`src/rtl/rgb_to_ycbcr422_pkg.sv`:
```
`default_nettype none
// ============================================================================
//  Module      : rgb_to_ycbcr422_pkg
//  Description : Shared constants and types for the RGB888 -> YCbCr 4:2:2
//                converter: BT.601 limited-range coefficients, offsets,
//                clamp limits, pipeline latency and the control bundle that
//                travels alongside each pixel.
//  Ports       : none (package)
//  Revision    : 1.0  initial release
// ============================================================================
package rgb_to_ycbcr422_pkg;

    // Input-to-output delay of data, DE and syncs, in pixel clocks.
    localparam int C_PIPE_LAT = 4;

    // BT.601 limited-range matrix, scaled by 256.
    localparam int C_Y_R  =  66;
    localparam int C_Y_G  = 129;
    localparam int C_Y_B  =  25;
    localparam int C_CB_R = -38;
    localparam int C_CB_G = -74;
    localparam int C_CB_B = 112;
    localparam int C_CR_R = 112;
    localparam int C_CR_G = -94;
    localparam int C_CR_B = -18;

    // Rounding term added before the >>>8 rescale.
    localparam int C_ROUND = 128;

    localparam int C_Y_OFFSET = 16;
    localparam int C_C_OFFSET = 128;
    localparam int C_Y_MIN    = 16;
    localparam int C_Y_MAX    = 235;
    localparam int C_C_MIN    = 16;
    localparam int C_C_MAX    = 240;

    // Chroma value meaning "no colour".
    localparam logic [7:0] C_C_NEUTRAL = 8'h80;

    // Per-pixel control carried through the pipeline next to the data.
    typedef struct packed {
        logic vsync;
        logic hsync;
        logic de;
        logic gray;
    } ctrl_t;

    // Saturate a signed intermediate to an 8-bit code in [lo, hi].
    function automatic logic [7:0] clamp_u8(input logic signed [17:0] v,
                                            input int lo, input int hi);
        logic [7:0] res;
        if (v < 18'(lo))
            res = 8'(lo);
        else if (v > 18'(hi))
            res = 8'(hi);
        else
            res = v[7:0];
        return res;
    endfunction

endpackage
`default_nettype wire

```
`src/rtl/rgb_to_ycbcr422_if.sv`:
```
`default_nettype none
// ============================================================================
//  Module      : rgb_to_ycbcr422_if
//  Description : Video bus between the pixel source and the HDMI transmitter
//                pins. Source side: grayscale, vsync, hsync, de, rgb
//                ({R,G,B}). HDMI side: hdmi_vsync, hdmi_hsync, hdmi_de,
//                hdmi_data ({Y,C}).
//                master : pixel source (drives RGB, observes HDMI side)
//                slave  : converter   (consumes RGB, drives HDMI side)
//  Revision    : 1.0  initial release
// ============================================================================
interface rgb_to_ycbcr422_if;
    logic        grayscale;
    logic        vsync;
    logic        hsync;
    logic        de;
    logic [23:0] rgb;

    logic        hdmi_vsync;
    logic        hdmi_hsync;
    logic        hdmi_de;
    logic [15:0] hdmi_data;

    modport master (
        output grayscale, vsync, hsync, de, rgb,
        input  hdmi_vsync, hdmi_hsync, hdmi_de, hdmi_data
    );

    modport slave (
        input  grayscale, vsync, hsync, de, rgb,
        output hdmi_vsync, hdmi_hsync, hdmi_de, hdmi_data
    );
endinterface
`default_nettype wire

```
`src/rtl/rgb_to_ycbcr422_mac.sv`:
```
`default_nettype none
// ============================================================================
//  Module      : rgb_to_ycbcr422_mac
//  Description : One output channel of the colour matrix. Three pipeline
//                stages:
//                  S1  three 8x8 unsigned products (coefficient magnitudes)
//                  S2  signed sum of the products plus the rounding term
//                  S3  arithmetic >>>8, add offset, clamp to [MIN, MAX]
//  Ports       : clk   in   1   pixel clock
//                rst   in   1   synchronous active-high reset
//                rgb   in   24  {R,G,B}
//                value out  8   clamped channel value, 3 cycles after rgb
//  Revision    : 1.0  initial release
// ============================================================================
module rgb_to_ycbcr422_mac #(
    parameter int COEF_R  = 66,
    parameter int COEF_G  = 129,
    parameter int COEF_B  = 25,
    parameter int OFFSET  = 16,
    parameter int MIN_VAL = 16,
    parameter int MAX_VAL = 235
) (
    input  logic        clk,
    input  logic        rst,
    input  logic [23:0] rgb,
    output logic [7:0]  value
);
    import rgb_to_ycbcr422_pkg::*;

    // Multipliers see only magnitudes; the sign is applied in the adder.
    localparam logic [7:0] C_MAG_R = 8'((COEF_R < 0) ? -COEF_R : COEF_R);
    localparam logic [7:0] C_MAG_G = 8'((COEF_G < 0) ? -COEF_G : COEF_G);
    localparam logic [7:0] C_MAG_B = 8'((COEF_B < 0) ? -COEF_B : COEF_B);
    localparam bit         C_NEG_R = (COEF_R < 0);
    localparam bit         C_NEG_G = (COEF_G < 0);
    localparam bit         C_NEG_B = (COEF_B < 0);

    localparam logic signed [17:0] C_RND = 18'(C_ROUND);
    localparam logic signed [17:0] C_OFS = 18'(OFFSET);

    logic [15:0]        r_prod_r;
    logic [15:0]        r_prod_g;
    logic [15:0]        r_prod_b;
    logic signed [17:0] r_sum;
    logic signed [17:0] w_scaled;
    logic [7:0]         r_value;

    function automatic logic signed [17:0] term(input logic [15:0] prod,
                                                input bit neg);
        logic signed [17:0] t;
        t = $signed({2'b00, prod});
        return neg ? -t : t;
    endfunction

    // S3 operand: divide by 256 rounding toward -inf, then apply offset.
    assign w_scaled = (r_sum >>> 8) + C_OFS;

    always_ff @(posedge clk) begin
        if (rst) begin
            r_prod_r <= '0;
            r_prod_g <= '0;
            r_prod_b <= '0;
            r_sum    <= '0;
            r_value  <= '0;
        end else begin
            r_prod_r <= {8'd0, rgb[23:16]} * {8'd0, C_MAG_R};
            r_prod_g <= {8'd0, rgb[15:8]}  * {8'd0, C_MAG_G};
            r_prod_b <= {8'd0, rgb[7:0]}   * {8'd0, C_MAG_B};
            r_sum    <= term(r_prod_r, C_NEG_R) + term(r_prod_g, C_NEG_G)
                      + term(r_prod_b, C_NEG_B) + C_RND;
            r_value  <= clamp_u8(w_scaled, MIN_VAL, MAX_VAL);
        end
    end

    assign value = r_value;

endmodule
`default_nettype wire

```
`src/rtl/rgb_to_ycbcr422.sv`:
```
`default_nettype none
// ============================================================================
//  Module      : rgb_to_ycbcr422
//  Description : RGB888 + timing -> 16-bit YCbCr 4:2:2 for the ADV7511.
//                S1..S3 : three matrix channels (Y, Cb, Cr) in parallel with
//                         a control delay line (vsync, hsync, de, grayscale)
//                S4     : co-sited 4:2:2 chroma mux and blanking substitution
//                Fixed 4-cycle latency, one pixel per clock, no stalls.
//  Ports       : i_clk  in   1    pixel clock
//                i_rst  in   1    synchronous active-high reset
//                bus    slave      source RGB/timing in, {Y,C}/timing out
//  Parameters  : CB_FIRST  1: phase-0 pixel carries Cb, phase-1 Cr
//                BLANK_Y   Y driven while hdmi_de=0
//                BLANK_C   C driven while hdmi_de=0
//  Revision    : 1.0  initial release
// ============================================================================
module rgb_to_ycbcr422 #(
    parameter bit         CB_FIRST = 1'b1,
    parameter logic [7:0] BLANK_Y  = 8'h10,
    parameter logic [7:0] BLANK_C  = 8'h80
) (
    input  logic               i_clk,
    input  logic               i_rst,
    rgb_to_ycbcr422_if.slave   bus
);
    import rgb_to_ycbcr422_pkg::*;

    ctrl_t      w_ctrl_in;
    ctrl_t      r_ctrl_s1;
    ctrl_t      r_ctrl_s2;
    ctrl_t      r_ctrl_s3;

    logic [7:0] w_y;
    logic [7:0] w_cb_mac;
    logic [7:0] w_cr_mac;
    logic [7:0] w_cb;
    logic [7:0] w_cr;
    logic [7:0] w_c_first;
    logic [7:0] w_c_second;

    logic       r_vsync;
    logic       r_hsync;
    logic       r_de;
    logic [15:0] r_data;
    logic       r_phase;
    logic [7:0] r_c_hold;

    assign w_ctrl_in = {bus.vsync, bus.hsync, bus.de, bus.grayscale};

    rgb_to_ycbcr422_mac #(
        .COEF_R (C_Y_R), .COEF_G (C_Y_G), .COEF_B (C_Y_B),
        .OFFSET (C_Y_OFFSET), .MIN_VAL (C_Y_MIN), .MAX_VAL (C_Y_MAX)
    ) u_mac_y (
        .clk   (i_clk),
        .rst   (i_rst),
        .rgb   (bus.rgb),
        .value (w_y)
    );

    rgb_to_ycbcr422_mac #(
        .COEF_R (C_CB_R), .COEF_G (C_CB_G), .COEF_B (C_CB_B),
        .OFFSET (C_C_OFFSET), .MIN_VAL (C_C_MIN), .MAX_VAL (C_C_MAX)
    ) u_mac_cb (
        .clk   (i_clk),
        .rst   (i_rst),
        .rgb   (bus.rgb),
        .value (w_cb_mac)
    );

    rgb_to_ycbcr422_mac #(
        .COEF_R (C_CR_R), .COEF_G (C_CR_G), .COEF_B (C_CR_B),
        .OFFSET (C_C_OFFSET), .MIN_VAL (C_C_MIN), .MAX_VAL (C_C_MAX)
    ) u_mac_cr (
        .clk   (i_clk),
        .rst   (i_rst),
        .rgb   (bus.rgb),
        .value (w_cr_mac)
    );

    // Control travels three stages to line up with the MAC outputs.
    always_ff @(posedge i_clk) begin
        if (i_rst) begin
            r_ctrl_s1 <= '0;
            r_ctrl_s2 <= '0;
            r_ctrl_s3 <= '0;
        end else begin
            r_ctrl_s1 <= w_ctrl_in;
            r_ctrl_s2 <= r_ctrl_s1;
            r_ctrl_s3 <= r_ctrl_s2;
        end
    end

    // Grayscale neutralises both chroma channels of its own pixel.
    assign w_cb       = r_ctrl_s3.gray ? C_C_NEUTRAL : w_cb_mac;
    assign w_cr       = r_ctrl_s3.gray ? C_C_NEUTRAL : w_cr_mac;
    assign w_c_first  = CB_FIRST ? w_cb : w_cr;
    assign w_c_second = CB_FIRST ? w_cr : w_cb;

    // 4:2:2 mux. The phase-0 pixel emits its first chroma and parks the
    // second in r_c_hold for its neighbour. A grayscale pixel in phase 1
    // still shows neutral chroma, so the override takes effect on exactly
    // the pixel that requested it. Any blank cycle restarts the pairing.
    always_ff @(posedge i_clk) begin
        if (i_rst) begin
            r_vsync  <= 1'b0;
            r_hsync  <= 1'b0;
            r_de     <= 1'b0;
            r_data   <= {BLANK_Y, BLANK_C};
            r_phase  <= 1'b0;
            r_c_hold <= '0;
        end else begin
            r_vsync <= r_ctrl_s3.vsync;
            r_hsync <= r_ctrl_s3.hsync;
            r_de    <= r_ctrl_s3.de;
            if (r_ctrl_s3.de) begin
                r_phase <= ~r_phase;
                if (!r_phase) begin
                    r_data   <= {w_y, w_c_first};
                    r_c_hold <= w_c_second;
                end else begin
                    r_data <= {w_y, r_ctrl_s3.gray ? C_C_NEUTRAL : r_c_hold};
                end
            end else begin
                r_phase <= 1'b0;
                r_data  <= {BLANK_Y, BLANK_C};
            end
        end
    end

    assign bus.hdmi_vsync = r_vsync;
    assign bus.hdmi_hsync = r_hsync;
    assign bus.hdmi_de    = r_de;
    assign bus.hdmi_data  = r_data;

endmodule
`default_nettype wire
```
`src/flat_wrapper.sv`:
```
// flat-port wrapper written by rule: the top's interface ports become plain ports
module rgb_to_ycbcr422_flat import rgb_to_ycbcr422_pkg::*;
#(
    parameter bit         CB_FIRST = 1'b1,
    parameter logic [7:0] BLANK_Y  = 8'h10,
    parameter logic [7:0] BLANK_C  = 8'h80
)
  (i_clk, i_rst, bus_grayscale, bus_vsync, bus_hsync, bus_de, bus_rgb, bus_hdmi_vsync, bus_hdmi_hsync, bus_hdmi_de, bus_hdmi_data);
  rgb_to_ycbcr422_if bus_i ();
  input  logic i_clk;
  input  logic i_rst;
  input wire logic [$bits(bus_i.grayscale)-1:0] bus_grayscale;
  input wire logic [$bits(bus_i.vsync)-1:0] bus_vsync;
  input wire logic [$bits(bus_i.hsync)-1:0] bus_hsync;
  input wire logic [$bits(bus_i.de)-1:0] bus_de;
  input wire logic [$bits(bus_i.rgb)-1:0] bus_rgb;
  output wire logic [$bits(bus_i.hdmi_vsync)-1:0] bus_hdmi_vsync;
  output wire logic [$bits(bus_i.hdmi_hsync)-1:0] bus_hdmi_hsync;
  output wire logic [$bits(bus_i.hdmi_de)-1:0] bus_hdmi_de;
  output wire logic [$bits(bus_i.hdmi_data)-1:0] bus_hdmi_data;
  assign bus_i.grayscale = bus_grayscale;
  assign bus_i.vsync = bus_vsync;
  assign bus_i.hsync = bus_hsync;
  assign bus_i.de = bus_de;
  assign bus_i.rgb = bus_rgb;
  assign bus_hdmi_vsync = bus_i.hdmi_vsync;
  assign bus_hdmi_hsync = bus_i.hdmi_hsync;
  assign bus_hdmi_de = bus_i.hdmi_de;
  assign bus_hdmi_data = bus_i.hdmi_data;
  rgb_to_ycbcr422 #(.CB_FIRST(CB_FIRST), .BLANK_Y(BLANK_Y), .BLANK_C(BLANK_C)) u_core (.i_clk(i_clk), .i_rst(i_rst), .bus(bus_i));
endmodule
```
`config.mk`:
```
export PLATFORM = sky130hd
export DESIGN_NAME = rgb_to_ycbcr422_flat
export DESIGN_NICKNAME = d
export VERILOG_FILES = /design/src/rtl/rgb_to_ycbcr422_pkg.sv /design/src/rtl/rgb_to_ycbcr422_if.sv /design/src/rtl/rgb_to_ycbcr422_mac.sv /design/src/rtl/rgb_to_ycbcr422.sv /design/src/flat_wrapper.sv
export SDC_FILE = /design/constraint.sdc
export NUM_CORES = 1
export LEC_CHECK = 0
export ABC_AREA = 1
export ABC_CLOCK_PERIOD_IN_PS = 8800
export BUFFER_PORTS_ARGS = -buffer_cell sky130_fd_sc_hd__buf_4
export CAP_MARGIN = 20
export CORE_MARGIN = 3
export CORE_UTILIZATION = 49
export CTS_CLUSTER_SIZE = 30
export DETAILED_ROUTE_END_ITERATION = 12
export PLACE_DENSITY = 0.63
export SYNTH_ARGS = -nofsm -noshare
export SYNTH_HDL_FRONTEND = slang
export SYNTH_SLANG_ARGS = --single-unit
export TNS_END_PERCENT = 30
```
`constraint.sdc`:
```
create_clock -name i_clk -period 8.8 [get_ports i_clk]
set_clock_uncertainty 0.2 [all_clocks]
set_input_delay 1.32 -clock i_clk [delete_from_list [all_inputs] [get_ports i_clk]]
set_output_delay 1.32 -clock i_clk [all_outputs]
set_load 0.005 [all_outputs]
```
==> results of run 1 <==
[synthesized netlist by cell type]
cell / instances / area [um^2]
sky130_fd_sc_hd__nand3_1: 80 / 400
sky130_fd_sc_hd__nor2_2: 2 / 12.5
sky130_fd_sc_hd__nor3_1: 12 / 60.1
sky130_fd_sc_hd__nor3b_1: 1 / 7.51
sky130_fd_sc_hd__a211oi_1: 1 / 7.51
sky130_fd_sc_hd__o21ai_0: 93 / 465
sky130_fd_sc_hd__and3_1: 1 / 6.26
sky130_fd_sc_hd__a21o_1: 5 / 37.5
sky130_fd_sc_hd__o211ai_1: 1 / 7.51
sky130_fd_sc_hd__clkinv_1: 3 / 11.3
sky130_fd_sc_hd__a21oi_1: 162 / 811
sky130_fd_sc_hd__nor2_1: 201 / 754
sky130_fd_sc_hd__nand4_1: 17 / 106
sky130_fd_sc_hd__or2_1: 1 / 6.26
sky130_fd_sc_hd__nor2_4: 1 / 11.3
sky130_fd_sc_hd__ha_1: 236 / 2950
sky130_fd_sc_hd__nor4_1: 2 / 12.5
sky130_fd_sc_hd__dfxtp_1: 201 / 4020
sky130_fd_sc_hd__o21bai_1: 5 / 37.5
sky130_fd_sc_hd__a31oi_1: 6 / 37.5
sky130_fd_sc_hd__o21ai_1: 1 / 5.00
sky130_fd_sc_hd__inv_1: 383 / 1440
sky130_fd_sc_hd__nand3_2: 1 / 10.0
sky130_fd_sc_hd__nand3b_1: 2 / 15.0
sky130_fd_sc_hd__a31o_2: 2 / 17.5
sky130_fd_sc_hd__fa_1: 77 / 1540
sky130_fd_sc_hd__and2_1: 1 / 6.26
sky130_fd_sc_hd__clkbuf_1: 10 / 37.5
sky130_fd_sc_hd__o31ai_1: 1 / 7.51
sky130_fd_sc_hd__buf_1: 4 / 15.0
sky130_fd_sc_hd__o21a_1: 6 / 45.0
sky130_fd_sc_hd__or2_2: 5 / 31.3
sky130_fd_sc_hd__buf_2: 5 / 25.0
sky130_fd_sc_hd__nand2_2: 4 / 25.0
sky130_fd_sc_hd__nand2_1: 244 / 916
sky130_fd_sc_hd__xnor2_1: 3 / 26.3
sky130_fd_sc_hd__nand2_4: 2 / 22.5
sky130_fd_sc_hd__a21boi_0: 4 / 30.0
[path summary, 6_finish.rpt]
check	from	to	slack, ps	cells past startpoint
min reg2reg	u_core.r_ctrl_s1[1]	u_core.r_ctrl_s2[1]	200	2
max reg2reg	u_core.u_mac_cr.r_prod_r[4]	u_core.u_mac_cr.r_sum[15]	5890	14
max	bus_rgb[13]	u_core.u_mac_cr.r_prod_g[14]	4700	16
min	u_core.r_ctrl_s1[1]	u_core.r_ctrl_s2[1]	200	2
[placed cells by master, fill, tap and decap left out, drive strengths merged, types with 2 or more instances in the layout]
master,Yosys,layout
a31o,2,2
nor2,204,204
nand3,81,81
bufinv,0,2
buf,9,50
inv,383,383
ha,236,236
fa,77,77
nand2,250,250
nand4,17,17
a21boi,4,4
o21bai,5,5
o21ai,94,94
a31oi,6,6
a21o,5,5
a21oi,162,162
nor4,2,2
xnor2,3,3
o21a,6,6
clkbuf,10,34
dfxtp,201,201
clkinv,3,7
nor3,12,12
nand3b,2,2
or2,6,6
[worst register-to-register path: stages (launching register included)]
cell                      delay (ps)
sky130_fd_sc_hd__dfxtp_1         420
sky130_fd_sc_hd__inv_1            90
sky130_fd_sc_hd__fa_1            480
sky130_fd_sc_hd__inv_1            40
sky130_fd_sc_hd__ha_1            280
sky130_fd_sc_hd__ha_1            330
sky130_fd_sc_hd__nand2_1          60
sky130_fd_sc_hd__o21ai_1         360
sky130_fd_sc_hd__nand2_1          90
sky130_fd_sc_hd__nand2_1          90
sky130_fd_sc_hd__nand2_1          60
sky130_fd_sc_hd__nand2_1         140
sky130_fd_sc_hd__nand2_1          70
sky130_fd_sc_hd__nand2_1          60
sky130_fd_sc_hd__nor2_1           40
[cell type report]
| cell class | instances | area [um^2] | area share (%) |
|---|---|---|---|
| clock inverter | 6 | 91.3 | 0.588 |
| tap | 378 | 473 | 3.04 |
| multi-input combinational | 1180 | 8430 | 54.3 |
| inverter | 386 | 1450 | 9.33 |
| timing repair buffer | 50 | 375 | 2.42 |
| sequential | 201 | 4020 | 25.9 |
| clock buffer | 34 | 686 | 4.41 |
| antenna | 1 | 2.50 | 0.0161 |
[per-stage QoR]
step	power (mW)	hold WS (ps)
2_1_floorplan	2.71	188
3_3_place_gp	3.18	190
3_5_place_dp	3.20	193
4_1_cts	4.19	201
5_1_grt	4.58	210
6_report	4.16	199
[sequential cells by signal, indices dropped and copies added (netlist names), 8 cells and up]
signal                    flops
u_core.u_mac_cr.r_prod_g     14
u_core.u_mac_cb.r_prod_r     11
u_core.u_mac_cb.r_sum        10
u_core.u_mac_y.r_sum         10
u_core.u_mac_y.r_prod_g      14
u_core.u_mac_y.r_prod_r      13
u_core.u_mac_cb.value         8
u_core.u_mac_cr.r_prod_r     11
u_core.u_mac_y.value          8
u_core.u_mac_cb.r_prod_g     13
u_core.u_mac_cr.value         8
u_core.bus.hdmi_data         16
u_core.u_mac_y.r_prod_b       9
u_core.u_mac_cb.r_prod_b     10
u_core.u_mac_cr.r_sum        10
u_core.u_mac_cr.r_prod_b     12
u_core.r_c_hold               8
[layer usage]
layer  share of wire (%)  vias to the layer above  wire [um]  global-route usage, %
met4                 1.9                        2        596                   4.89
met2                  45                      208      14100                   34.3
met3                 4.7                       40       1480                   2.96
met1                  48                     4895      15000                   28.6
li1                    -                     5771          -                      -
met5               0.039                        -         12                      0
[power by group]
part	internal, mW	switching (mW)	leakage [nW]	total, mW
Combinational	0.748	1.27	6.02	2.02
Sequential	1.08	0.0963	1.66	1.18
Clock	0.594	0.364	0.386	0.958
[cells by family after synthesis]
| family | count (synthesis) | share of synthesized area, % |
|---|---|---|
| AOI/OAI and AO/OA | 287 | 10.8 |
| and+or+nand+nor | 577 | 17.2 |
| DFF | 201 | 28.8 |
| xor gates and xnor gates | 3 | 0.188 |
| adders and majority gates | 313 | 32.1 |
| buffers and inverters | 405 | 10.9 |
==> impl_results.html, run 1 <==
<table>
<tr><th>Metric</th><th>Value</th></tr>
<tr><th colspan="2">Pwr</th></tr>
<tr><td>Worst vdd ir</td><td>0.182 mV</td></tr>
<tr><td>Leakage component of the power</td><td>8.07 nW</td></tr>
<tr><td>Total power per unit cell area</td><td>268 nW/um^2</td></tr>
<tr><th colspan="2">Clock tree</th></tr>
<tr><td>Postcts setup bufs</td><td>0</td></tr>
<tr><td>Post_cts resized</td><td>0</td></tr>
<tr><td>Worst-skew pair later-pin latency</td><td>a little over 500 ps</td></tr>
<tr><td>CTS tree</td><td>done</td></tr>
<tr><td>Number of buffers between clock root and the deepest sink</td><td>3</td></tr>
<tr><td>Number of sinks driven by the clock tree</td><td>201</td></tr>
<tr><td>H-tree lvl count</td><td>1</td></tr>
<tr><td>Number of hold buffers added after CTS</td><td>0</td></tr>
<tr><td>Clock transition at path regs</td><td>60 ps</td></tr>
<tr><td>Root Buffer Master</td><td>sky130_fd_sc_hd__clkbuf_16</td></tr>
<tr><td>CTS buffer count</td><td>22</td></tr>
<tr><th colspan="2">Placement</th></tr>
<tr><td>Count of buffers from port buffering</td><td>48</td></tr>
<tr><td>Placer congestion estimate</td><td>0.899</td></tr>
<tr><td>Placed standard-cell area</td><td>14,800 um^2</td></tr>
<tr><td>Placement-stage worst setup slack</td><td>4190 ps</td></tr>
<tr><td>Sum of net half-perimeters after detailed placement</td><td>approximately 25 mm</td></tr>
<tr><td>Dpl cells</td><td>2,195</td></tr>
<tr><th colspan="2">Global routing</th></tr>
<tr><td>GR Overflow Total</td><td>0</td></tr>
<tr><td>Wire length of the first global-routing pass</td><td>51.8 mm</td></tr>
<tr><td>Maximum number of pins on one net before global-route repair</td><td>67</td></tr>
<tr><td>Vias in the first global route</td><td>roughly 11,000</td></tr>
<tr><td>Total routing resource utilization after global routing</td><td>20.6%</td></tr>
<tr><td>Number of antenna violations at the first check in global routing</td><td>2</td></tr>
<tr><th colspan="2">STA</th></tr>
<tr><td>Final Max Tran Viols</td><td>0</td></tr>
<tr><td>Actual slew at the worst max-slew pin</td><td>685 ps</td></tr>
<tr><td>Setup repair after global routing missed its margin</td><td>no</td></tr>
<tr><td>Final cycle utilization of the critical path</td><td>46.6%</td></tr>
<tr><td>Highest clock frequency the design can meet</td><td>0.244 GHz</td></tr>
<tr><td>Final-report setup violation count</td><td>0</td></tr>
<tr><td>Slew HR</td><td>54.3%</td></tr>
<tr><td>Minimum period implied by the final worst setup slack</td><td>4100 ps</td></tr>
<tr><td>Final critical-path setup slack</td><td>4700 ps</td></tr>
<tr><td>Fin. Hold Viols</td><td>0</td></tr>
<tr><td>Total negative slack</td><td>0 ps</td></tr>
<tr><th colspan="2">Floorplan</th></tr>
<tr><td>Initial core utilization</td><td>between 50 and 60%</td></tr>
<tr><td>Core area</td><td>27,900 um^2</td></tr>
<tr><td>Ports placed on the boundary</td><td>49</td></tr>
<tr><td>Die width</td><td>175 um</td></tr>
<tr><td>Die H</td><td>roughly 170 um</td></tr>
<tr><td>Row Count</td><td>61</td></tr>
<tr><td>Die ar.</td><td>30,600 um^2</td></tr>
<tr><th colspan="2">Drt</th></tr>
<tr><td>Average via count per standard cell</td><td>4.88</td></tr>
<tr><td>Final ANT Viol Nets</td><td>0</td></tr>
<tr><td>Number of optimization iterations in the first detailed-route pass</td><td>7</td></tr>
<tr><td>Remaining design rule violation count</td><td>0</td></tr>
<tr><td>Vias after detailed routing</td><td>10,916</td></tr>
<tr><td>Routed WL</td><td>31.1 mm</td></tr>
<tr><td>Violation count after the first detailed-route iteration</td><td>506</td></tr>
<tr><td>Wirelength per Cell</td><td>~14 um</td></tr>
<tr><th colspan="2">Worst setup path</th></tr>
<tr><td>Critical path peak fanout</td><td>6</td></tr>
<tr><td>Worst Path Buf+Inv</td><td>5</td></tr>
<tr><td>Worst stage delay on the critical path</td><td>560 ps</td></tr>
<tr><td>Crit. End Element</td><td>register</td></tr>
<tr><td>Critical path class</td><td>input pin to register</td></tr>
<tr><td>Worst endpoint data arrival time</td><td>about 4300 ps</td></tr>
<tr><td>Ordered list of cells on the worst path</td><td>buf_4 -&gt; inv_1 -&gt; fa_1 -&gt; inv_1 -&gt; fa_1 -&gt; inv_1 -&gt; fa_1 -&gt; inv_1 -&gt; ha_1 -&gt; nand2_1 -&gt; o21ai_0 -&gt; nand2_1 -&gt; nand4_1 -&gt; nand2_1 -&gt; nand2_1 -&gt; nor2_1</td></tr>
<tr><td>Startpoint class of the critical path</td><td>input pin</td></tr>
<tr><td>Worst path required time</td><td>9010 ps</td></tr>
<tr><td>Worst-path cell with the longest stage delay</td><td>sky130_fd_sc_hd__fa_1</td></tr>
<tr><td>Family of cells with the greatest summed delay on the critical path</td><td>adder cells</td></tr>
<tr><th colspan="2">Cells and area</th></tr>
<tr><td>Filler instances</td><td>2,678</td></tr>
<tr><td>Post-layout utilization of the core</td><td>55.6%</td></tr>
<tr><td>Non-Filler Instances</td><td>2,236</td></tr>
<tr><td>Area growth from synthesis to layout</td><td>11.1%</td></tr>
<tr><td>Share of cells above drive strength 1</td><td>5.65%</td></tr>
<tr><td>Final-stage net count</td><td>approximately 2,200</td></tr>
<tr><td>Cell area after layout</td><td>around 16,000 um^2</td></tr>
<tr><th colspan="2">Yosys</th></tr>
<tr><td>Syn_nets</td><td>2,129</td></tr>
<tr><td>Post-Syn Area per Cell</td><td>7.83 um^2</td></tr>
<tr><td>Sequential cell area fraction in the yosys report</td><td>28.8%</td></tr>
<tr><td>Synthesized instance count</td><td>1,786</td></tr>
<tr><td>Unique masters post-synth</td><td>38</td></tr>
<tr><td>Number of warning messages in the yosys log</td><td>0</td></tr>
<tr><td>Flip-flop and latch count after synthesis</td><td>~200</td></tr>
<tr><td>Combined area of all synthesized cells</td><td>14,000 um^2</td></tr>
<tr><th colspan="2">Hold path</th></tr>
<tr><td>Path class of the lowest-slack min-delay path</td><td>register to register</td></tr>
<tr><th colspan="2">Flow run</th></tr>
<tr><td>MaxCap Viol Count</td><td>0</td></tr>
<tr><th colspan="2">Status</th></tr>
<tr><td>Status</td><td>completed</td></tr>
</table>
Note: power is estimated with default switching activity, not from simulation.
==> inputs of run 2 (changes only) <==
ABC_CLOCK_PERIOD_IN_PS = 3700   (was 8800)
PLACE_DENSITY = 0.66   (was 0.63)
clock period = 3.7 ns   (was 8.8 ns; I/O delays follow)
==> run 2 against run 1 <==
Against the previous run:
- global-route usage is essentially flat
- core utilization grew 0.47 points
- hold slack worse by 170 ps
- register-to-register slack lost 5000 ps
- flip-flop and latch count is the same
- clock power up 150%
- worst setup slack worse by 4200 ps
- first-iteration DRC count up 18%
- sequential share of layout area shrank 0.22 points
- final area rose by 0.85%
- die area unchanged
- critical endpoint unchanged
- largest cell class unchanged
==> impl_results.html, run 2 (synthesized netlist as in run 1, its figures left out) <==
<table>
<tr><th>Metric</th><th>Value</th></tr>
<tr><th colspan="2">Floorplan</th></tr>
<tr><td>Ports placed on the boundary</td><td>49 (unchanged)</td></tr>
<tr><td>Core area</td><td>27,900 um^2 (unchanged)</td></tr>
<tr><td>Initial core utilization</td><td>50.1% (unchanged)</td></tr>
<tr><td>Die width</td><td>175 um (unchanged)</td></tr>
<tr><td>Die H</td><td>175 um (unchanged)</td></tr>
<tr><td>Die ar.</td><td>30,600 um^2 (unchanged)</td></tr>
<tr><td>Row Count</td><td>61 (unchanged)</td></tr>
<tr><th colspan="2">STA</th></tr>
<tr><td>Setup repair after global routing missed its margin</td><td>no</td></tr>
<tr><td>Fin. Hold Viols</td><td>0 (unchanged)</td></tr>
<tr><td>Final-report setup violation count</td><td>0 (unchanged)</td></tr>
<tr><td>Worst hold margin</td><td>31.1 ps (-168 ps)</td></tr>
<tr><td>Final cycle utilization of the critical path</td><td>about 87%</td></tr>
<tr><td>Actual slew at the worst max-slew pin</td><td>809 ps (+124 ps)</td></tr>
<tr><td>Minimum period implied by the final worst setup slack</td><td>3210 ps</td></tr>
<tr><td>Slew HR</td><td>46.1% (-8.3 points)</td></tr>
<tr><td>Highest clock frequency the design can meet</td><td>0.312 GHz</td></tr>
<tr><td>Final Max Tran Viols</td><td>0 (unchanged)</td></tr>
<tr><th colspan="2">Clock tree</th></tr>
<tr><td>Post_cts resized</td><td>0 (unchanged)</td></tr>
<tr><td>Root Buffer Master</td><td>sky130_fd_sc_hd__clkbuf_16</td></tr>
<tr><td>Worst-skew pair later-pin latency</td><td>530 ps (+20 ps)</td></tr>
<tr><td>Number of buffers between clock root and the deepest sink</td><td>3 (unchanged)</td></tr>
<tr><td>Postcts setup bufs</td><td>0 (unchanged)</td></tr>
<tr><td>CTS buffer count</td><td>23 (+4.5%)</td></tr>
<tr><td>Clock transition at path regs</td><td>60 ps (about the same)</td></tr>
<tr><td>Number of sinks driven by the clock tree</td><td>201 (unchanged)</td></tr>
<tr><td>Number of hold buffers added after CTS</td><td>0 (unchanged)</td></tr>
<tr><td>H-tree lvl count</td><td>1 (unchanged)</td></tr>
<tr><td>CTS tree</td><td>done</td></tr>
<tr><th colspan="2">Cells and area</th></tr>
<tr><td>Max FFs per register</td><td>16 (unchanged)</td></tr>
<tr><td>Area of combinational cells with multiple inputs</td><td>8430 um^2 (unchanged)</td></tr>
<tr><td>Share of cells above drive strength 1</td><td>6.52% (+0.87 points)</td></tr>
<tr><td>Most common cell after layout, fill and taps aside</td><td>sky130_fd_sc_hd__inv_1</td></tr>
<tr><td>Filler instances</td><td>2,637 (-1.5%)</td></tr>
<tr><td>Diode count</td><td>0 (-1)</td></tr>
<tr><td>Total area of sequential cells</td><td>4020 um^2 (unchanged)</td></tr>
<tr><td>Final-stage net count</td><td>2,197 (+0.60%)</td></tr>
<tr><td>Cell area after layout</td><td>15,700 um^2 (+0.85%)</td></tr>
<tr><td>Highest-count cells in the layout ignoring fill and taps</td><td>sky130_fd_sc_hd__inv_1 (382), sky130_fd_sc_hd__nand2_1 (244), sky130_fd_sc_hd__ha_1 (236)</td></tr>
<tr><td>Area growth from synthesis to layout</td><td>12.0%</td></tr>
<tr><th colspan="2">Status</th></tr>
<tr><td>Status</td><td>completed</td></tr>
<tr><th colspan="2">Drt</th></tr>
<tr><td>Wirelength per Cell</td><td>13.8 um (-0.66%)</td></tr>
<tr><td>Violation count after the first detailed-route iteration</td><td>595 (+18%)</td></tr>
<tr><td>Average via count per standard cell</td><td>4.96 (+1.6%)</td></tr>
<tr><td>Number of optimization iterations in the first detailed-route pass</td><td>5 (-2)</td></tr>
<tr><td>Remaining design rule violation count</td><td>0 (unchanged)</td></tr>
<tr><td>Routed WL</td><td>31.1 mm (about the same)</td></tr>
<tr><td>Vias after detailed routing</td><td>11,151 (+2.2%)</td></tr>
<tr><td>Final ANT Viol Nets</td><td>0 (unchanged)</td></tr>
<tr><th colspan="2">Placement</th></tr>
<tr><td>Placer congestion estimate</td><td>0.875 (-2.6%)</td></tr>
<tr><td>Count of buffers from port buffering</td><td>48 (unchanged)</td></tr>
<tr><td>Placed standard-cell area</td><td>14,900 um^2 (+0.69%)</td></tr>
<tr><td>Sum of net half-perimeters after detailed placement</td><td>25.1 mm (about the same)</td></tr>
<tr><th colspan="2">Global routing</th></tr>
<tr><td>Number of antenna violations at the first check in global routing</td><td>1 (-1)</td></tr>
<tr><td>GR Overflow Total</td><td>0 (unchanged)</td></tr>
<tr><td>Total routing resource utilization after global routing</td><td>20.6% (about the same)</td></tr>
<tr><td>Vias in the first global route</td><td>10,890 (+2.7%)</td></tr>
<tr><td>Wire length of the first global-routing pass</td><td>52.2 mm (+0.81%)</td></tr>
<tr><td>Maximum number of pins on one net before global-route repair</td><td>84 (+25%)</td></tr>
<tr><th colspan="2">Pwr</th></tr>
<tr><td>Post-layout power</td><td>10.1 mW (+140%)</td></tr>
<tr><td>Sequential share of power</td><td>27.9% (-0.4 points)</td></tr>
<tr><td>Net Sw Power</td><td>4.26 mW (+150%)</td></tr>
<tr><td>Total power per unit cell area</td><td>642 nW/um^2 (+140%)</td></tr>
<tr><td>Share of power burned in the clock network</td><td>23.8% (+0.8 points)</td></tr>
<tr><td>Part of the total power dissipated in combinational logic</td><td>48.3% (-0.3 points)</td></tr>
<tr><td>Worst vdd ir</td><td>0.505 mV (+180%)</td></tr>
<tr><td>Switching share of total power</td><td>42.4% (+0.72 points)</td></tr>
<tr><td>Leakage component of the power</td><td>8.12 nW (+0.56%)</td></tr>
<tr><td>Internal power</td><td>5.79 mW (+140%)</td></tr>
<tr><th colspan="2">Hold path</th></tr>
<tr><td>Path class of the lowest-slack min-delay path</td><td>input pin to register</td></tr>
<tr><th colspan="2">Worst setup path</th></tr>
<tr><td>Critical path peak fanout</td><td>4 (-2)</td></tr>
<tr><td>Worst path required time</td><td>3930 ps (-5080 ps)</td></tr>
<tr><td>Critical path class</td><td>input pin to register</td></tr>
<tr><td>Startpoint class of the critical path</td><td>input pin</td></tr>
<tr><td>Crit. End Element</td><td>register</td></tr>
<tr><td>Worst endpoint data arrival time</td><td>3440 ps (-870 ps)</td></tr>
<tr><th colspan="2">Flow run</th></tr>
<tr><td>MaxCap Viol Count</td><td>0 (unchanged)</td></tr>
</table>
==> run 2: power groups by stage <==
stage	clock [mW]	sequential [mW]	combinational (mW)
after floorplan	0	2.76	3.68
after detailed placement	0	2.85	4.80
after global routing	2.53	2.85	5.67
after global placement	0	2.85	4.74
final	2.39	2.80	4.86
after CTS	2.45	2.81	4.86
==> run 2: critical path, cell delays in order <==
cell	delay [ps]
sky130_fd_sc_hd__buf_4	90
sky130_fd_sc_hd__inv_1	90
sky130_fd_sc_hd__fa_1	540
sky130_fd_sc_hd__inv_1	50
sky130_fd_sc_hd__fa_1	470
sky130_fd_sc_hd__inv_1	60
sky130_fd_sc_hd__fa_1	530
sky130_fd_sc_hd__inv_1	40
sky130_fd_sc_hd__ha_1	330
sky130_fd_sc_hd__nand2_1	100
sky130_fd_sc_hd__o21ai_0	270
sky130_fd_sc_hd__nand2_1	80
sky130_fd_sc_hd__nand4_1	100
sky130_fd_sc_hd__nand2_1	60
sky130_fd_sc_hd__nand2_1	50
sky130_fd_sc_hd__nor2_1	40
==> run 2: final timing paths <==
path                                   to  cells past startpoint                        start  slack [ps]
max          u_core.u_mac_cr.r_prod_g[14]                     16                  bus_rgb[13]         490
max reg2reg     u_core.u_mac_cr.r_sum[15]                     14  u_core.u_mac_cr.r_prod_r[4]         860
min reg2reg           u_core.r_ctrl_s3[2]                      2          u_core.r_ctrl_s2[2]         190
min                   u_core.r_ctrl_s1[0]                      3                bus_grayscale          30
==> run 2: cell type report <==
type | instances | area share, %
Clock inverter | 18 | 1.40
Tap cell | 378 | 3.02
Inverter | 386 | 9.25
Clock buffer | 24 | 3.76
Sequential cell | 201 | 25.7
Timing Repair Buffer | 62 | 3.05
Multi-Input combinational cell | 1180 | 53.8
==> run 2: metal layers <==
layer | up-vias | global-route usage [%] | routed length, um
met2 | 237 | 34.0 | 13800
met1 | 5066 | 28.4 | 14900
met5 | - | 0 | 0
met4 | 0 | 5.32 | 910
met3 | 61 | 3.41 | 1520
li1 | 5787 | - | -
==> run 2: stage by stage <==
step | cells | util, % | TNS (ps) | setup slack [ps]
after floorplan | 1786 | - | 0 | 197
after global placement | 2207 | 53.2 | -5.22 | -5.22
after detailed placement | 2207 | 53.2 | -55.2 | -32.6
after CTS | 2249 | 56.1 | 0 | 525
after global routing | 2249 | 56.1 | 0 | 310
final | 2249 | 56.1 | 0 | 491
==> inputs of run 3 (changes only) <==
ABC_CLOCK_PERIOD_IN_PS = 3800   (was 3700)
PLACE_DENSITY = 0.63   (was 0.66)
clock period = 3.8 ns   (was 3.7 ns; I/O delays follow)
==> run 3 against run 2 <==
Against the previous run:
- first-iteration DRC count down 14%
- wire length rose by 1.6%
- worst setup slack better by 5.8 ps
- register-to-register slack improved by 90 ps
- combinational power down 3%
- hold slack gained 26 ps
- via count shrank 0.78%
- count of clock-buffer cells in the layout increased by 10
- clock power down 3%
- sequential share of layout area hardly changed
- power shrank 2.8%
- largest power group unchanged
==> impl_results.html, run 3 (synthesized netlist as in run 1, its figures left out) <==
<table>
<tr><th>Metric</th><th>Value</th></tr>
<tr><th colspan="2">Floorplan</th></tr>
<tr><td>Die H</td><td>175 um (unchanged)</td></tr>
<tr><td>Row Count</td><td>61 (unchanged)</td></tr>
<tr><td>Die width</td><td>175 um (unchanged)</td></tr>
<tr><td>Core area</td><td>27,900 um^2 (unchanged)</td></tr>
<tr><td>Ports placed on the boundary</td><td>49 (unchanged)</td></tr>
<tr><td>Initial core utilization</td><td>50.1% (unchanged)</td></tr>
<tr><td>Die ar.</td><td>30,600 um^2 (unchanged)</td></tr>
<tr><th colspan="2">Drt</th></tr>
<tr><td>Violation count after the first detailed-route iteration</td><td>514 (-14%)</td></tr>
<tr><td>Remaining design rule violation count</td><td>0 (unchanged)</td></tr>
<tr><td>Number of optimization iterations in the first detailed-route pass</td><td>7 (+2)</td></tr>
<tr><td>Vias after detailed routing</td><td>11,064 (-0.78%)</td></tr>
<tr><td>Routed WL</td><td>31.6 mm (+1.6%)</td></tr>
<tr><td>Final ANT Viol Nets</td><td>0 (unchanged)</td></tr>
<tr><td>Average via count per standard cell</td><td>4.92 (-0.69%)</td></tr>
<tr><td>Wirelength per Cell</td><td>14.1 um (+1.7%)</td></tr>
<tr><th colspan="2">Pwr</th></tr>
<tr><td>Net Sw Power</td><td>4.03 mW (-5.5%)</td></tr>
<tr><td>Part of the total power dissipated in combinational logic</td><td>48.3% (about the same)</td></tr>
<tr><td>Worst vdd ir</td><td>0.385 mV (-24%)</td></tr>
<tr><td>Leakage component of the power</td><td>8.13 nW (+0.20%)</td></tr>
<tr><td>Share of power burned in the clock network</td><td>23.8% (about the same)</td></tr>
<tr><td>Internal power</td><td>5.74 mW (-0.84%)</td></tr>
<tr><td>Sequential share of power</td><td>27.9% (about the same)</td></tr>
<tr><td>Total power per unit cell area</td><td>624 nW/um^2 (-2.7%)</td></tr>
<tr><td>Switching share of total power</td><td>41.3% (-1.2 points)</td></tr>
<tr><th colspan="2">Worst setup path</th></tr>
<tr><td>Worst reg2reg path endpoint</td><td>u_core.u_mac_cr.r_sum[15]</td></tr>
<tr><td>R2R Path Start</td><td>u_core.u_mac_cr.r_prod_r[4]</td></tr>
<tr><td>Worst path required time</td><td>4050 ps (+120 ps)</td></tr>
<tr><td>Startpoint class of the critical path</td><td>input pin</td></tr>
<tr><td>Reg2reg path depth</td><td>14 (unchanged)</td></tr>
<tr><td>Ordered list of cells on the worst path</td><td>buf_4 -&gt; inv_1 -&gt; fa_1 -&gt; fa_1 -&gt; fa_1 -&gt; inv_1 -&gt; ha_1 -&gt; a21oi_1 -&gt; o21ai_0 -&gt; a21oi_1 -&gt; o21ai_0 -&gt; a21oi_1</td></tr>
<tr><td>Critical path peak fanout</td><td>4 (unchanged)</td></tr>
<tr><td>Worst Path Buf+Inv</td><td>3 (-2)</td></tr>
<tr><td>Worst endpoint data arrival time</td><td>3550 ps (+110 ps)</td></tr>
<tr><td>Worst stage delay on the critical path</td><td>580 ps (+40 ps)</td></tr>
<tr><td>Critical path class</td><td>input pin to register</td></tr>
<tr><td>Reg-to-reg setup timing slack</td><td>950 ps (+90 ps)</td></tr>
<tr><td>Family of cells with the greatest summed delay on the critical path</td><td>adder cells</td></tr>
<tr><td>Crit. End Element</td><td>register</td></tr>
<tr><td>Worst-path cell with the longest stage delay</td><td>sky130_fd_sc_hd__fa_1</td></tr>
<tr><th colspan="2">Global routing</th></tr>
<tr><td>GR Overflow Total</td><td>0 (unchanged)</td></tr>
<tr><td>Wire length of the first global-routing pass</td><td>52.3 mm (about the same)</td></tr>
<tr><td>Most used routing layer</td><td>met2</td></tr>
<tr><td>Met2 demand-to-capacity share in global routing</td><td>34.9% (+0.94 points)</td></tr>
<tr><td>Total routing resource utilization after global routing</td><td>20.8% (+0.16 points)</td></tr>
<tr><td>Vias in the first global route</td><td>10,595 (-2.7%)</td></tr>
<tr><td>Number of antenna violations at the first check in global routing</td><td>4 (+3)</td></tr>
<tr><td>Maximum number of pins on one net before global-route repair</td><td>51 (-39%)</td></tr>
<tr><td>Met3 demand-to-capacity share in global routing</td><td>3.76% (+0.35 points)</td></tr>
<tr><td>Met1 capacity usage during global routing</td><td>28.2% (-0.21 points)</td></tr>
<tr><th colspan="2">Cells and area</th></tr>
<tr><td>Area growth from synthesis to layout</td><td>11.9%</td></tr>
<tr><td>Most common cell after layout, fill and taps aside</td><td>sky130_fd_sc_hd__inv_1</td></tr>
<tr><td>Final-stage net count</td><td>2,195 (-0.091%)</td></tr>
<tr><td>Highest-count cells in the layout ignoring fill and taps</td><td>sky130_fd_sc_hd__inv_1 (382), sky130_fd_sc_hd__nand2_1 (244), sky130_fd_sc_hd__ha_1 (236)</td></tr>
<tr><td>Share of cells above drive strength 1</td><td>6.10% (-0.42 points)</td></tr>
<tr><td>Max FFs per register</td><td>16 (unchanged)</td></tr>
<tr><th colspan="2">STA</th></tr>
<tr><td>Minimum period implied by the final worst setup slack</td><td>3300 ps</td></tr>
<tr><td>Setup repair after global routing missed its margin</td><td>no</td></tr>
<tr><td>Actual slew at the worst max-slew pin</td><td>576 ps (-233 ps)</td></tr>
<tr><td>Fin. Hold Viols</td><td>0 (unchanged)</td></tr>
<tr><td>Final cycle utilization of the critical path</td><td>86.9%</td></tr>
<tr><td>Final Max Tran Viols</td><td>0 (unchanged)</td></tr>
<tr><td>Slew HR</td><td>61.6% (+16 points)</td></tr>
<tr><td>Highest clock frequency the design can meet</td><td>0.303 GHz</td></tr>
<tr><td>Final critical-path setup slack</td><td>496 ps (+5.83 ps)</td></tr>
<tr><td>Total negative slack</td><td>0 ps (unchanged)</td></tr>
<tr><td>Final-report setup violation count</td><td>0 (unchanged)</td></tr>
<tr><th colspan="2">Clock tree</th></tr>
<tr><td>Number of hold buffers added after CTS</td><td>0 (unchanged)</td></tr>
<tr><td>Number of buffers between clock root and the deepest sink</td><td>3 (unchanged)</td></tr>
<tr><td>Postcts setup bufs</td><td>0 (unchanged)</td></tr>
<tr><td>Post_cts resized</td><td>0 (unchanged)</td></tr>
<tr><td>Number of sinks driven by the clock tree</td><td>201 (unchanged)</td></tr>
<tr><td>Clock transition at path regs</td><td>60 ps (about the same)</td></tr>
<tr><td>CTS buffer count</td><td>22 (-4.3%)</td></tr>
<tr><td>CTS tree</td><td>done</td></tr>
<tr><td>H-tree lvl count</td><td>1 (unchanged)</td></tr>
<tr><td>Worst-skew pair later-pin latency</td><td>510 ps (-20 ps)</td></tr>
<tr><td>Root Buffer Master</td><td>sky130_fd_sc_hd__clkbuf_16</td></tr>
<tr><th colspan="2">Placement</th></tr>
<tr><td>Count of buffers from port buffering</td><td>48 (unchanged)</td></tr>
<tr><td>Placer congestion estimate</td><td>0.907 (+3.6%)</td></tr>
<tr><td>Placement-stage worst setup slack</td><td>21.4 ps (+54.0 ps)</td></tr>
<tr><td>Sum of net half-perimeters after detailed placement</td><td>25.7 mm (+2.4%)</td></tr>
<tr><th colspan="2">Hold path</th></tr>
<tr><td>Worst hold path endpoint</td><td>u_core.r_ctrl_s1[3]</td></tr>
<tr><td>Hold_sp</td><td>bus_vsync</td></tr>
<tr><td>Hold path depth</td><td>3 (unchanged)</td></tr>
<tr><td>Path class of the lowest-slack min-delay path</td><td>input pin to register</td></tr>
<tr><th colspan="2">Flow run</th></tr>
<tr><td>MaxCap Viol Count</td><td>0 (unchanged)</td></tr>
<tr><th colspan="2">Status</th></tr>
<tr><td>Status</td><td>completed</td></tr>
</table>
## run 3: cell types whose count changed in the layout (fill, tap and decap cells not counted)
cell                         previous run  this run
sky130_fd_sc_hd__clkinv_8               0         1
sky130_fd_sc_hd__clkbuf_8               1         7
sky130_fd_sc_hd__clkbuf_1               0         5
sky130_fd_sc_hd__diode_2                0         1
sky130_fd_sc_hd__inv_6                  2         0
sky130_fd_sc_hd__bufinv_16              3         4
sky130_fd_sc_hd__buf_12                 1         0
sky130_fd_sc_hd__clkbuf_16             23        22
sky130_fd_sc_hd__clkinvlp_4             8         0
sky130_fd_sc_hd__clkinv_4               3         0
sky130_fd_sc_hd__inv_16                 1         0
## run 3: worst max-delay path by stage
| stage | from | to | slack [ps] | cells after the start |
|---|---|---|---|---|
| 4_1_cts | bus_rgb[12] | u_core.u_mac_cr.r_prod_g[10] | 570 | 12 |
| 3_3_place_gp | bus_rgb[13] | u_core.u_mac_cr.r_prod_g[14] | 70 | 16 |
| 6_report | bus_rgb[12] | u_core.u_mac_cr.r_prod_g[10] | 500 | 12 |
| 5_1_grt | bus_rgb[13] | u_core.u_mac_cr.r_prod_g[14] | 340 | 16 |
| 2_1_floorplan | bus_rgb[13] | u_core.u_mac_cr.r_prod_g[13] | 280 | 13 |
| 3_5_place_dp | bus_rgb[12] | u_core.u_mac_cr.r_prod_g[10] | 20 | 12 |
## run 3: worst min-delay path: stages
cell,delay [ps]
sky130_fd_sc_hd__buf_4,70
sky130_fd_sc_hd__inv_1,30
sky130_fd_sc_hd__nor2_1,60
## run 3: routing by layer
| layer | share of wire [%] | vias to the layer above |
|---|---|---|
| met1 | 47 | 5042 |
| met3 | 5.1 | 42 |
| met5 | 0.041 | - |
| met4 | 2.0 | 2 |
| met2 | 46 | 179 |
| li1 | - | 5799 |
## run 3: final cells by class
class / count / area (um^2)
multi-input cells: 1180 / 8430
diodes: 1 / 2.50
clock buffers: 34 / 666
clock inverters: 6 / 141
well taps: 378 / 473
inverters: 386 / 1450
flip-flops and latches: 201 / 4020
repair buffers: 61 / 458
fillers: 2656 / 12300
## run 3: metrics by stage
| stage | util [%] | std cells | total power [mW] | instance area (um^2) | hold WS [ps] |
|---|---|---|---|---|---|
| global route | 56.0 | 2246 | 10.7 | 15600 | 47.4 |
| global placement | 53.1 | 2206 | 7.38 | 14800 | 190 |
| finish | 56.0 | 2247 | 9.77 | 15600 | 56.8 |
| detailed placement | 53.1 | 2206 | 7.44 | 14800 | 193 |
| CTS | 56.0 | 2246 | 9.82 | 15600 | 39.1 |
| floorplan | - | 1786 | 6.27 | 14000 | 188 |
## run 3: power groups by stage
stage                     clock (mW)  combinational, mW  sequential (mW)
final                           2.32               4.72             2.73
after global routing            2.46               5.49             2.77
after CTS                       2.38               4.70             2.74
after detailed placement           0               4.66             2.78
after global placement             0               4.61             2.78
after floorplan                    0               3.58             2.69
